### config.mk
export PLATFORM = sky130hd
export DESIGN_NAME = matmul_ctrl
export DESIGN_NICKNAME = d
export VERILOG_FILES = /design/src/rtl/matmul_ctrl.sv
export SDC_FILE = /design/constraint.sdc
export NUM_CORES = 1
export LEC_CHECK = 0
export CAP_MARGIN = 20
export CELL_PAD_IN_SITES_DETAIL_PLACEMENT = 0
export CELL_PAD_IN_SITES_GLOBAL_PLACEMENT = 1
export CORE_MARGIN = 3
export CORE_UTILIZATION = 45
export CTS_BUF_LIST = sky130_fd_sc_hd__clkbuf_4
export CTS_CLUSTER_DIAMETER = 30
export CTS_CLUSTER_SIZE = 8
export DETAILED_ROUTE_END_ITERATION = 10
export MAX_ROUTING_LAYER = met4
export PLACE_DENSITY = 0.93
export SLEW_MARGIN = 20
export SYNTH_ARGS = -nofsm -noshare
export SYNTH_HDL_FRONTEND = slang
export SYNTH_SLANG_ARGS = --single-unit
### constraint.sdc
create_clock -name clk -period 10.1 [get_ports clk]
set_clock_uncertainty 0.1 [all_clocks]
set_input_delay 2.02 -clock clk [delete_from_list [all_inputs] [get_ports clk]]
set_output_delay 2.02 -clock clk [all_outputs]
set_load 0.005 [all_outputs]
### src/rtl/matmul_ctrl.sv
// matmul_ctrl: sequencer for C = A x B over NxN memories, one MAC per cycle.
// Define MATMUL_SAT_EN to saturate c_writeData instead of truncating it.
module matmul_ctrl #(
    parameter int N          = 10,
    parameter int DATA_WIDTH = 8,
    parameter int ADDR_WIDTH = 4,
    parameter int ACC_WIDTH  = 2*DATA_WIDTH+4,
    parameter int OUT_WIDTH  = ACC_WIDTH
) (
    input  logic                  clk,
    input  logic                  rst,
    input  logic                  start,
    output logic                  busy,
    output logic                  done,
    output logic                  a_en_ReadMat,
    output logic [ADDR_WIDTH-1:0] a_rowAddr,
    output logic [ADDR_WIDTH-1:0] a_colAddr,
    input  logic [DATA_WIDTH-1:0] a_readData,
    output logic                  b_en_ReadMat,
    output logic [ADDR_WIDTH-1:0] b_rowAddr,
    output logic [ADDR_WIDTH-1:0] b_colAddr,
    input  logic [DATA_WIDTH-1:0] b_readData,
    output logic                  c_en_WriteMat,
    output logic [ADDR_WIDTH-1:0] c_rowAddr,
    output logic [ADDR_WIDTH-1:0] c_colAddr,
    output logic [OUT_WIDTH-1:0]  c_writeData
);

    localparam logic [2:0] S_IDLE  = 3'd0;
    localparam logic [2:0] S_READ  = 3'd1;
    localparam logic [2:0] S_LAST  = 3'd2;
    localparam logic [2:0] S_WRITE = 3'd3;
    localparam logic [2:0] S_DONE  = 3'd4;

    localparam logic [ADDR_WIDTH-1:0] LAST_IDX = ADDR_WIDTH'(N-1);
    localparam bit SINGLE = (N == 1);

    logic [2:0]            state;
    logic [ADDR_WIDTH-1:0] i, j, k;
    logic [ACC_WIDTH-1:0]  acc;
    logic [ACC_WIDTH-1:0]  prod;
    logic [OUT_WIDTH-1:0]  c_val;

    assign prod = ACC_WIDTH'(a_readData) * ACC_WIDTH'(b_readData);

    // Read data lags the address by one cycle, so READ k=1 sees the k=0 product.
    always_ff @(posedge clk) begin
        if (rst) begin
            state <= S_IDLE;
            i     <= '0;
            j     <= '0;
            k     <= '0;
            acc   <= '0;
        end else begin
            unique case (state)
                S_IDLE: begin
                    i <= '0;
                    j <= '0;
                    k <= '0;
                    if (start)
                        state <= S_READ;
                end
                S_READ: begin
                    if (k == ADDR_WIDTH'(1))
                        acc <= prod;
                    else if (k != '0)
                        acc <= acc + prod;
                    if (k == LAST_IDX) begin
                        k     <= '0;
                        state <= S_LAST;
                    end else begin
                        k <= k + 1'b1;
                    end
                end
                S_LAST: begin
                    acc   <= SINGLE ? prod : acc + prod;
                    state <= S_WRITE;
                end
                S_WRITE: begin
                    state <= S_READ;
                    if (j == LAST_IDX) begin
                        j <= '0;
                        if (i == LAST_IDX) begin
                            i     <= '0;
                            state <= S_DONE;
                        end else begin
                            i <= i + 1'b1;
                        end
                    end else begin
                        j <= j + 1'b1;
                    end
                end
                S_DONE:  state <= S_IDLE;
                default: state <= S_IDLE;
            endcase
        end
    end

`ifdef MATMUL_SAT_EN
    localparam logic [ACC_WIDTH-1:0] OUT_MAX = ACC_WIDTH'({OUT_WIDTH{1'b1}});
    assign c_val = (acc > OUT_MAX) ? OUT_MAX[OUT_WIDTH-1:0]
                                   : acc[OUT_WIDTH-1:0];
`else
    assign c_val = acc[OUT_WIDTH-1:0];
`endif

    always_comb begin
        busy          = (state != S_IDLE);
        done          = (state == S_DONE);
        a_en_ReadMat  = 1'b0;
        b_en_ReadMat  = 1'b0;
        c_en_WriteMat = 1'b0;
        a_rowAddr     = '0;
        a_colAddr     = '0;
        b_rowAddr     = '0;
        b_colAddr     = '0;
        c_rowAddr     = '0;
        c_colAddr     = '0;
        c_writeData   = '0;
        if (state == S_READ) begin
            a_en_ReadMat = 1'b1;
            b_en_ReadMat = 1'b1;
            a_rowAddr    = i;
            a_colAddr    = k;
            b_rowAddr    = k;
            b_colAddr    = j;
        end
        if (state == S_WRITE) begin
            c_en_WriteMat = 1'b1;
            c_rowAddr     = i;
            c_colAddr     = j;
            c_writeData   = c_val;
        end
    end

endmodule
==> qor.yml, run 1 <==
status:
  status: "complete, no violations"
synth:
  syn_area_um2: 4780
  synth_cell_types: 61
  avgSynthCellArea_um2: 8.26
  ys.flop_type: "dfxtp_1"
  syn_nets: 696
  synth_edf_count: 0
  synth-seq-cells: 35
  syn_inst: 579
  synthArstFlopShare_pct: 0
  ys_seq_area_share_pct: 14.6
  yosysWarnings: 0
drt:
  drtIter0Drc: 270
  vias_per_cell: 5.40
  drc_errors: 0
  dr.pass1.iters: 4
  wirelength_um: 11000
  antenna_left: 0
  num_vias: 4159
  wl_per_cell_um: 14.3
sta:
  min_period_ns: 7.72
  clock.fmax_mhz: 130
  timing.hold.ws_ns: 0.378
  hold_viol: 0
  final-setup-viol-count: 0
  maxSlewViolCount: 0
  fin_setup_tns_ns: 0
  post-route-period-util_pct: 76.4
  relSlewSlack_pct: 33.3
  worst_slack_ns: 2.38
  rsz0062_at_grt: "false"
  worstMarginPinSlew_ns: 0.997
clock_tree:
  cts_buffers: 5
  cts_tree: "yes"
  htree_levels: 2
  cts_setup_buffers: 0
  worstSkewPairLatency_ns: 0.35
  postCtsHoldBufs: 0
  cts_sinks: 35
  clockBufferDepth: 2
  clkTransAtPathRegs_ns: 0.11
  clockRootBuffer: "clkbuf_4"
  cts-resized-gates: 0
place:
  dp_hpwl_um: 8900
  io_buffers: 67
  dp.cells: 762
  place.gp.congestion: 0.848
  place_ws_ns: 2.06
  dpl_cell_area_um2: 5520
global_routing:
  grt_usage_pct: 19.9
  antenna_found_initial: 0
  grt_max_degree: 38
  overflow: 0
  grt_pass1_vias: 4019
  grt_first_pass_wirelength_um: 18800
hold_path:
  min_from: "acc[19]$_SDFFE_PP0P_"
  worstHoldPathType: "reg -> reg"
  worstHoldPathCells: 2
  whs_endpoint: "acc[19]$_SDFFE_PP0P_"
cells_and_area:
  final_util_pct: 54.2
  syn_to_final_growth_pct: 16.9
  fin_nets: 750
  post-route-cell-area_um2: 5590
  n_antenna_cell: 0
  drive_gt1_share_pct: 3.15
  final_cell_count_no_fill: 770
power_and_ir_drop:
  p_total_mw: 1.08
  cellLeakagePower_nw: 2.58
  peakVddDrop_uv: 108
  p_per_area_nw_per_um2: 193
critical_path:
  reg2reg_slack_ns: 7.14
  worstSetupPathType: "in -> reg"
  timing.rr.start: "k[1]$_SDFFE_PP0P_"
  path_max_fanout: 8
  cp.required_ns: 10.22
  startpoint_type: "input pin"
  r2r_cells: 9
  setup.worst_path.end_class: "register"
  arrival_ns: 7.84
  r2r-end: "acc[15]$_SDFFE_PP0P_"
die:
  die_height_um: 109
  initial_core_util_pct: 46.3
  row_count: 37
  io_pins: 68
  core_um2: 10300
  die_area_um2: 11900
  die_x_um: 109
job:
  maxCapViolCount: 0
==> critical path: stages <==
cell and delay [ns]:
clkdlybuf4s50_1 0.61, nand2_1 0.13, fa_1 0.53, fa_1 0.55
inv_1 0.05, fa_1 0.52, inv_1 0.05, fa_1 0.53
inv_1 0.04, ha_1 0.36, a21oi_1 0.17, nand2_1 0.09
o21ai_0 0.21, nand2b_1 0.09, a31oi_1 0.20, xnor2_1 0.17
ha_1 0.33, a21o_1 0.24, a21o_1 0.19, a21o_1 0.20
a311oi_2 0.30, xor2_1 0.17, o22ai_1 0.10
==> registers in the layout, indices dropped and copies added, names as in the netlist <==
name and count:
state 3, i 4, k 4, j 4, acc 20
==> layout make-up <==
class	count	area, um^2
clock buffer	5	37.5
clock inverter	3	38.8
fill	959	4730
inverter	58	218
multi-input combinational	465	3750
sequential	35	701
tap	136	170
timing repair buffer	68	678
==> power breakdown <==
| group | switching, mW | internal [mW] | total [mW] |
|---|---|---|---|
| Sequential | 0.0186 | 0.157 | 0.176 |
| Combinational | 0.466 | 0.334 | 0.800 |
| Clock | 0.0520 | 0.0509 | 0.103 |
==> cell usage in the layout (no fill, tap or decap), drive strengths merged, types with 3 or more instances in the layout <==
master         Yosys  layout
a21oi             32      32
a41oi              3       3
ha                61      61
dfxtp             35      35
nor2b              5       5
a21o              13      13
inv               57      57
nand2b             6       6
nand2             38      38
a22oi              4       4
nand3              8       8
a222oi             5       5
clkinv             1       3
nor3               8       8
and2              90      90
fa                37      37
nor3b              3       3
and3               5       5
clkdlybuf4s50      0      67
o21ai             23      23
and4               4       4
a311oi             4       4
xor2              15      15
nor2              49      49
nand3b             3       3
or3                3       3
xnor2             13      13
nor4               3       3
a31oi              4       4
clkbuf            11       5
==> worst max path at each step <==
stage	startpoint	to	slack, ns
2_1_floorplan	a_readData[0]	acc[15]$_SDFFE_PP0P_	3.08
3_3_place_gp	a_readData[0]	acc[15]$_SDFFE_PP0P_	2.19
3_5_place_dp	b_readData[7]	acc[15]$_SDFFE_PP0P_	2.06
4_1_cts	b_readData[7]	acc[15]$_SDFFE_PP0P_	2.44
5_1_grt	b_readData[7]	acc[15]$_SDFFE_PP0P_	2.13
6_report	b_readData[7]	acc[15]$_SDFFE_PP0P_	2.38
==> layer usage <==
layer | share of wire [%] | track usage, %
met1 | 46 | 26.1
met2 | 50 | 33.3
met4 | 1.3 | 4.51
met5 | 0 | -
met3 | 2.7 | 1.78
==> synth_stat cells (2+ instances only) <==
| cell | instances | area [um^2] |
|---|---|---|
| and2_1 | 89 | 557 |
| ha_1 | 61 | 763 |
| inv_1 | 57 | 214 |
| nor2_1 | 47 | 176 |
| nand2_1 | 38 | 143 |
| fa_1 | 37 | 741 |
| dfxtp_1 | 35 | 701 |
| a21oi_1 | 32 | 160 |
| o21ai_0 | 17 | 85.1 |
| xor2_1 | 15 | 131 |
| a21o_1 | 13 | 97.6 |
| xnor2_1 | 13 | 114 |
| clkbuf_1 | 11 | 41.3 |
| nand3_1 | 8 | 40.0 |
| nor3_1 | 8 | 40.0 |
| nand2b_1 | 6 | 37.5 |
| a222oi_1 | 5 | 50.1 |
| and3_1 | 5 | 31.3 |
| buf_4 | 5 | 37.5 |
| nor2b_1 | 5 | 31.3 |
| o21ai_1 | 5 | 25.0 |
| a22oi_1 | 4 | 30.0 |
| a31oi_1 | 4 | 25.0 |
| and4_1 | 4 | 35.0 |
| a311oi_1 | 3 | 26.3 |
| buf_2 | 3 | 15.0 |
| nand3b_1 | 3 | 22.5 |
| nor3b_1 | 3 | 22.5 |
| nor4_1 | 3 | 18.8 |
| or3_1 | 3 | 18.8 |
| a211oi_1 | 2 | 15.0 |
| a41oi_1 | 2 | 17.5 |
| buf_6 | 2 | 22.5 |
| mux2i_1 | 2 | 20.0 |
| o21a_1 | 2 | 15.0 |
| o22ai_1 | 2 | 12.5 |
==> kinds of logic (layout without fill, tap and decap cells) <==
| kind of cell | count (synthesis) | in the layout | synth area share [%] |
|---|---|---|---|
| buf+inv | 79 | 134 | 6.98 |
| flops | 35 | 35 | 14.6 |
| xor+xnor | 28 | 28 | 5.13 |
| simple gates | 230 | 230 | 25.9 |
| fa+ha+maj | 98 | 98 | 31.4 |
| mux | 2 | 2 | 0.419 |
| compound gates | 107 | 107 | 15.5 |
No activity file was read; power rests on OpenSTA's default activity.
==> run 2: changes to the inputs <==
- CORE_UTILIZATION: 45 -> 43
- PLACE_DENSITY: 0.93 -> 0.9
- clock period: 10.1 -> 7.95 ns (I/O delays scaled with it)
==> qor.yml, run 2 (synthesized netlist as in run 1, its figures left out) <==
cells_and_area:
  largest_reg_flops: 20
  top_register: "acc"
  syn_to_final_growth_pct: 16.2
  final_common_cell: "and2_1"
  post-route-cell-area_um2: 5560
  layout_common_cells: "and2_1 (89), clkdlybuf4s50_1 (67), ha_1 (61)"
  fin_nets: 750
  n_antenna_cell: 0
  final_util_pct: 52.7
  drive_gt1_share_pct: 3.01
  final_cell_count_no_fill: 768
place:
  place.gp.congestion: 0.847
  dp_hpwl_um: 8710
  dp.cells: 762
  dpl_cell_area_um2: 5520
  place_ws_ns: 0.377
  io_buffers: 67
sta:
  clock.fmax_mhz: 137
  relSlewSlack_pct: 38.1
  maxSlewViolCount: 0
  post-route-period-util_pct: 91.5
  hold_viol: 0
  timing.hold.ws_ns: 0.390
  worstMarginPinSlew_ns: 0.925
  rsz0062_at_grt: "false"
  final-setup-viol-count: 0
  worst_slack_ns: 0.675
  min_period_ns: 7.28
  fin_setup_tns_ns: 0
power_and_ir_drop:
  cellLeakagePower_nw: 2.56
  net-switching-power_mw: 0.670
  p_sw_share_pct: 50.4
  p_per_area_nw_per_um2: 239
  peakVddDrop_uv: 128
  clock_power_share_pct: 7.1
  p_int_mw: 0.659
  share_comb_of_total_power_pct: 76.1
  p_total_mw: 1.33
  power_frac_seq_pct: 16.8
die:
  die_x_um: 111
  initial_core_util_pct: 45.3
  row_count: 37
  die_height_um: 111
  io_pins: 68
  die_area_um2: 12400
  core_um2: 10600
global_routing:
  grt_first_pass_wirelength_um: 19300
  grt_max_degree: 38
  antenna_found_initial: 0
  grt_pass1_vias: 4142
  overflow: 0
  grt_usage_pct: 18.5
clock_tree:
  clockRootBuffer: "clkbuf_4"
  cts_buffers: 5
  cts_tree: "yes"
  worstSkewPairLatency_ns: 0.34
  clockBufferDepth: 2
  cts-resized-gates: 0
  postCtsHoldBufs: 0
  cts_sinks: 35
  cts_setup_buffers: 0
  htree_levels: 2
  clkTransAtPathRegs_ns: 0.10
drt:
  vias_per_cell: 5.43
  wl_per_cell_um: 14.1
  num_vias: 4171
  drtIter0Drc: 248
  drc_errors: 0
  antenna_left: 0
  wirelength_um: 10800
  dr.pass1.iters: 5
critical_path:
  setup.worst_path.end_class: "register"
  reg2reg_slack_ns: 4.97
  cp.required_ns: 8.07
  startpoint_type: "input pin"
  path_max_fanout: 8
  worstSetupPathType: "in -> reg"
  arrival_ns: 7.39
status:
  status: "complete, no violations"
hold_path:
  worstHoldPathType: "reg -> reg"
job:
  maxCapViolCount: 0
==> run 2: cell types whose count changed in the layout (fill, tap and decap cells not counted) <==
| cell | delta |
|---|---|
| clkbuf_4 | +1 |
| bufinv_16 | -1 |
| clkinv_2 | -1 |
| clkinv_1 | -1 |
==> run 2: power by group through the flow <==
stage / combinational [mW] / clock (mW) / sequential (mW)
final: 1.01 / 0.0943 / 0.224
after global routing: 1.15 / 0.108 / 0.228
after CTS: 1.01 / 0.0993 / 0.223
after detailed placement: 1.00 / 0 / 0.227
after global placement: 0.973 / 0 / 0.226
after floorplan: 0.819 / 0 / 0.218
==> run 2: cell type report <==
type                            count  area [um^2]
Clock buffer                        6         45.0
Fill cell                        1049         4990
Inverter                           58          218
Multi-Input combinational cell    465         3750
Sequential cell                    35          701
Tap cell                          136          170
Timing Repair Buffer               68          678
==> run 2: critical path, cell delays in order <==
cell,delay [ns]
clkdlybuf4s50_1,0.60
nand2_1,0.12
fa_1,0.52
fa_1,0.54
inv_1,0.05
fa_1,0.52
inv_1,0.05
fa_1,0.52
inv_1,0.04
ha_1,0.35
a21oi_1,0.16
nand2_1,0.09
o21ai_0,0.23
nand2b_1,0.10
a31oi_1,0.21
xnor2_1,0.17
ha_1,0.32
a21o_1,0.24
a21o_1,0.19
a21o_1,0.19
a311oi_2,0.29
xor2_1,0.19
o22ai_1,0.10
==> run 2: final timing paths <==
| check | from | endpoint | cells after the start |
|---|---|---|---|
| min reg2reg | acc[19]$_SDFFE_PP0P_ | acc[19]$_SDFFE_PP0P_ | 2 |
| min | acc[19]$_SDFFE_PP0P_ | acc[19]$_SDFFE_PP0P_ | 2 |
| max | a_readData[0] | acc[15]$_SDFFE_PP0P_ | 23 |
| max reg2reg | k[1]$_SDFFE_PP0P_ | acc[15]$_SDFFE_PP0P_ | 9 |
==> run 2: per-layer routing <==
layer | track usage (%) | wire, um | up-vias
li1 | - | - | 2063
met1 | 24.1 | 4980 | 2029
met2 | 31.5 | 5380 | 70
met3 | 2.07 | 342 | 9
met4 | 3.08 | 82 | 0
met5 | - | 0 | -
